===== config.mk =====
export PLATFORM = sky130hd
export DESIGN_NAME = alu16_seq
export DESIGN_NICKNAME = d
export VERILOG_FILES = /design/src/rtl/alu16_seq.sv
export SDC_FILE = /design/constraint.sdc
export NUM_CORES = 1
export LEC_CHECK = 0
export ABC_AREA = 1
export CORE_UTILIZATION = 47
export DETAILED_ROUTE_END_ITERATION = 8
export HOLD_SLACK_MARGIN = 0.02
export PLACE_DENSITY = 0.8
export SLEW_MARGIN = 20
export SYNTH_ARGS = -nofsm -noshare
export SYNTH_HDL_FRONTEND = slang
export SYNTH_SLANG_ARGS = --single-unit

===== constraint.sdc =====
create_clock -name clk -period 1.8 [get_ports clk]
set_input_delay 0.45 -clock clk [delete_from_list [all_inputs] [get_ports clk]]
set_output_delay 0.45 -clock clk [all_outputs]
set_load 0.02 [all_outputs]

===== src/rtl/alu16_seq.sv =====
// alu16_seq: drives an external 8-bit ALU twice per command (low byte, then high byte)
// to perform 16-bit operations, chaining the carry and merging the per-byte flags.
`default_nettype none

module alu16_seq (
   input  logic        clk,
   input  logic        rst_n,
   input  logic        start,
   input  logic [2:0]  cmd,
   input  logic [15:0] a,
   input  logic [15:0] b,
   input  logic        cin,
   output logic        busy,
   output logic        done,
   output logic [15:0] res,
   output logic [2:0]  flags,
   output logic [7:0]  alu_x,
   output logic [7:0]  alu_y,
   output logic        alu_cy,
   output logic [4:0]  alu_op,
   input  logic [2:0]  alu_flag,
   input  logic [7:0]  alu_result
);

   localparam logic [1:0] S_IDLE = 2'd0;
   localparam logic [1:0] S_LO   = 2'd1;
   localparam logic [1:0] S_HI   = 2'd2;
   localparam logic [1:0] S_FIN  = 2'd3;

   localparam logic [2:0] CMD_ADD = 3'b000;
   localparam logic [2:0] CMD_ADC = 3'b001;
   localparam logic [2:0] CMD_SUB = 3'b010;
   localparam logic [2:0] CMD_INC = 3'b011;
   localparam logic [2:0] CMD_AND = 3'b100;
   localparam logic [2:0] CMD_OR  = 3'b101;
   localparam logic [2:0] CMD_XOR = 3'b110;
   localparam logic [2:0] CMD_SHL = 3'b111;

   logic [1:0] r_state;
   logic [2:0] r_cmd;
   logic [7:0] r_a_hi;
   logic [7:0] r_b_hi;
   logic [7:0] r_res_lo;
   logic       r_z_lo;

   // Returns {op, cy} for the low-byte ALU pass.
   function automatic logic [5:0] lo_prog(input logic [2:0] c, input logic ci);
      case (c)
         CMD_ADD: lo_prog = {5'b01000, 1'b0};
         CMD_ADC: lo_prog = {5'b01010, ci};
         CMD_SUB: lo_prog = {5'b01011, 1'b0};
         CMD_INC: lo_prog = {5'b01110, 1'b0};
         CMD_AND: lo_prog = {5'b10000, 1'b0};
         CMD_OR:  lo_prog = {5'b10001, 1'b0};
         CMD_XOR: lo_prog = {5'b10010, 1'b0};
         default: lo_prog = {5'b11011, 1'b0};
      endcase
   endfunction

   // Returns {op, cy} for the high-byte pass; SUB inverts the carry because the
   // ALU takes a borrow on its cy input but reports no-borrow as carry-out.
   function automatic logic [5:0] hi_prog(input logic [2:0] c, input logic cyl);
      case (c)
         CMD_ADD, CMD_ADC, CMD_INC: hi_prog = {5'b01010, cyl};
         CMD_SUB: hi_prog = {5'b01101, ~cyl};
         CMD_AND: hi_prog = {5'b10000, 1'b0};
         CMD_OR:  hi_prog = {5'b10001, 1'b0};
         CMD_XOR: hi_prog = {5'b10010, 1'b0};
         default: hi_prog = {5'b11010, cyl};
      endcase
   endfunction

   function automatic logic uses_b(input logic [2:0] c);
      uses_b = !(c == CMD_INC || c == CMD_SHL);
   endfunction

   function automatic logic is_logic(input logic [2:0] c);
      is_logic = (c == CMD_AND) || (c == CMD_OR) || (c == CMD_XOR);
   endfunction

   always_ff @(posedge clk or negedge rst_n) begin
      if (!rst_n) begin
         r_state  <= S_IDLE;
         r_cmd    <= 3'd0;
         r_a_hi   <= 8'd0;
         r_b_hi   <= 8'd0;
         r_res_lo <= 8'd0;
         r_z_lo   <= 1'b0;
         busy     <= 1'b0;
         done     <= 1'b0;
         res      <= 16'd0;
         flags    <= 3'd0;
         alu_x    <= 8'd0;
         alu_y    <= 8'd0;
         alu_cy   <= 1'b0;
         alu_op   <= 5'd0;
      end else begin
         done <= 1'b0;
         case (r_state)
            S_IDLE: begin
               if (start) begin
                  r_cmd   <= cmd;
                  r_a_hi  <= a[15:8];
                  r_b_hi  <= uses_b(cmd) ? b[15:8] : 8'd0;
                  alu_x   <= a[7:0];
                  alu_y   <= uses_b(cmd) ? b[7:0] : 8'd0;
                  {alu_op, alu_cy} <= lo_prog(cmd, cin);
                  busy    <= 1'b1;
                  r_state <= S_LO;
               end
            end
            S_LO: begin
               r_res_lo <= alu_result;
               r_z_lo   <= alu_flag[1];
               alu_x    <= r_a_hi;
               alu_y    <= r_b_hi;
               {alu_op, alu_cy} <= hi_prog(r_cmd, alu_flag[0]);
               r_state  <= S_HI;
            end
            S_HI: begin
               res     <= {alu_result, r_res_lo};
               flags   <= {alu_flag[2], r_z_lo & alu_flag[1],
                           is_logic(r_cmd) ? 1'b0 : alu_flag[0]};
               done    <= 1'b1;
               busy    <= 1'b0;
               alu_x   <= 8'd0;
               alu_y   <= 8'd0;
               alu_cy  <= 1'b0;
               alu_op  <= 5'd0;
               r_state <= S_FIN;
            end
            default: r_state <= S_IDLE;
         endcase
      end
   end

endmodule

`default_nettype wire


==> run summary <==
Status - complete, no violations
Die area - 7020 sq um
Pin count of the biggest net entering global routing - 32
Vias in the first global route - 2723
Die height - 83.8 um
Initial DRC Count - 211
CTS tree - built
Share of cells above drive strength 1 - 0.0740
Die W - 83.8 um
TritonCTS buffer count - 9
Dpl ws - 0.0725 ns
CP required - 1.35 ns
CP bufs+invs - 1
Clk_lat worst skew - 0.35 ns
YS warnings - 0
Post-route cell area - 4430 sq um
Layout fillers - 507
Hold Crit Class - reg -> reg
Routed wire length - 7710 um
Synthesized Nets - 424
P_leak - 2.39 nW
Commonest non-fill, non-tap cells in the layout - nand2_1 (162), dfrtp_1 (73), clkdlybuf4s50_1 (71)
Critical path arrival - 1.32 ns
Buffers added on ports - 92
Row count - 29
Synth Area per Inst - 8.49 sq um
Family with the most delay on the worst path - buffers and inverters
DR pass1 iterations - 4
Synth unique cells - 23
Layout Nets - 522
DR vias - 2780
Final slew viol count - 0
Crit path largest cell delay - 0.61 ns
Max-Cap Viols - 0
Startpoint types - register
Hold Fails Final Rpt - 0
Max Freq - 563 MHz
Yosys top cell area share - 0.581
Post-DR wirelength/cell - 14.0 um
Crit path max fanout - 2
Setup Viol. Count Final - 0
DR DRC count - 0
Commonest non-fill, non-tap cell in the layout - nand2_1
CP max-delay cell - clkdlybuf4s50_1
CTS Root Cell - clkbuf_8
Post-synthesis cell count - 370
Global-route wire length before repair - 12700 um
Diodes inserted - 0
Rel. slew slack - 0.530
Tcrit/Tclk final - 0.986
GR Util All Layers - 0.230
Initial core utilization - 0.492
Met1 wire length - 3280 um
Power Density - 1910 nW/um^2
Register area share after synthesis - 0.581
P&R area growth vs syn - 41.0%
Vias/cell - 5.05
Crit Path Class - reg -> out
Post-CTS Setup Bufs - 0
Metal3 WL - 397 um
Post-route ant nets - 0
Mapped Area - 3140 sq um
Final worst setup slack - 0.0251 ns
Final RePlAce weighted congestion - 0.793
Cells after DPL - 533
Clock tree buffer depth - 2
Period minus WS final - 1.77 ns
Clock-pin slew on the worst setup and hold paths - 0.08 ns
CTS H-tree lvls - 3
Detailed Place HPWL - 5280 um
# IOs - 93
Layout Skew - 0.0125 ns
Met2 wire len - 3910 um
CTS sink cnt - 73
Crit-path cells - clkdlybuf4s50_1
GRT overflow - 0
Synthesis-stage register bit count - 73
Peak supply drop - 0.960 mV
Core ar. - 6390 sq um
Finished Layout Cells - 550
Dpl cell area - 4150 sq um
Largest cells by area after synthesis - dfrtp_1 (58%), nand2_1 (19%), nor2_1 (3.8%)
Least-Margin Pin Slew - 0.705 ns
Antenna violations before repair - 0
Max layer used - met4
Yosys top cell by area - dfrtp_1
CP endpoint kind - output pin
[state kept, by name, indices dropped and copies added (netlist names)]
| register | cells |
|---|---|
| res | 16 |
| busy | 1 |
| r_cmd | 3 |
| r_b_hi | 8 |
| flags | 3 |
| done | 1 |
| alu_op | 5 |
| alu_x | 8 |
| r_z_lo | 1 |
| r_res_lo | 8 |
| r_a_hi | 8 |
| alu_cy | 1 |
| r_state | 2 |
| alu_y | 8 |
[layout make-up]
class | instances | area [sq um] | area share
clock buffer | 11 | 141 | 0.0319
clock inverter | 5 | 78.8 | 0.0178
inverter | 19 | 76.3 | 0.0172
multi-input combinational | 263 | 1140 | 0.257
sequential | 73 | 1830 | 0.412
tap | 77 | 96.3 | 0.0218
timing repair buffer | 102 | 1070 | 0.242
[cell usage after synthesis (all sizes together)]
cell type and number:
nand2 167, o31ai 1, a21oi 22, dfrtp 73, nor2 32, buf 12, nand3 19, inv 18
clkbuf 3, a22oi 1, clkinv 1, a31oi 9, ha 4, o22ai 1, o21ai 7
[metal layers]
metal,global-route usage,up-vias
li1,-,1355
met1,0.304,1330
met2,0.376,81
met3,0.0485,14
met4,0.0832,0
met5,0,-
[power by group]
group / total, mW / switching, mW / internal [mW] / leakage [nW]
Clock: 1.43 / 0.609 / 0.817 / 0.113
Sequential: 2.92 / 0.455 / 2.46 / 0.906
Combinational: 4.13 / 2.44 / 1.69 / 1.37
Total: 8.48 / 3.51 / 4.97 / 2.39
[stage by stage]
| stage | TNS [ns] | power (mW) | hold WS (ns) | utilization |
|---|---|---|---|---|
| floorplan | 0 | 5.49 | 0.154 | - |
| global placement | 0 | 6.94 | 0.386 | 0.650 |
| detailed placement | 0 | 7.13 | 0.386 | 0.650 |
| CTS | 0 | 8.57 | 0.484 | 0.686 |
| global route | -0.0116 | 9.08 | 0.502 | 0.694 |
| finish | 0 | 8.48 | 0.481 | 0.694 |
[timing repair]
action	in CTS	in global routing
hold endpoints to repair	11	0
endpoints found under the setup margin	0	20
hold buffers	1	0
gates resized for setup	0	20
[cells by family (layout without fill, tap and decap cells)]
logic type,Yosys count,after routing,share of synthesized area
buf+inv,34,137,0.0561
compound gates,41,41,0.0729
flops,73,73,0.581
fa+ha+maj,4,4,0.0159
simple gates,218,218,0.274
[worst paths after layout]
path,from,end,slack (ns),depth (start not counted)
setup / recovery,res[11],res[11],0.03,1
hold / removal,alu_op[4],alu_op[4],0.48,2
setup reg to reg,r_state[0],alu_y[2],0.11,5
hold reg to reg,alu_op[4],alu_op[4],0.48,2
max in group asynchronous,rst_n,res[14],0.67,3
min in group asynchronous,rst_n,res[3],0.57,2
Note: power is estimated with default switching activity, not from simulation.
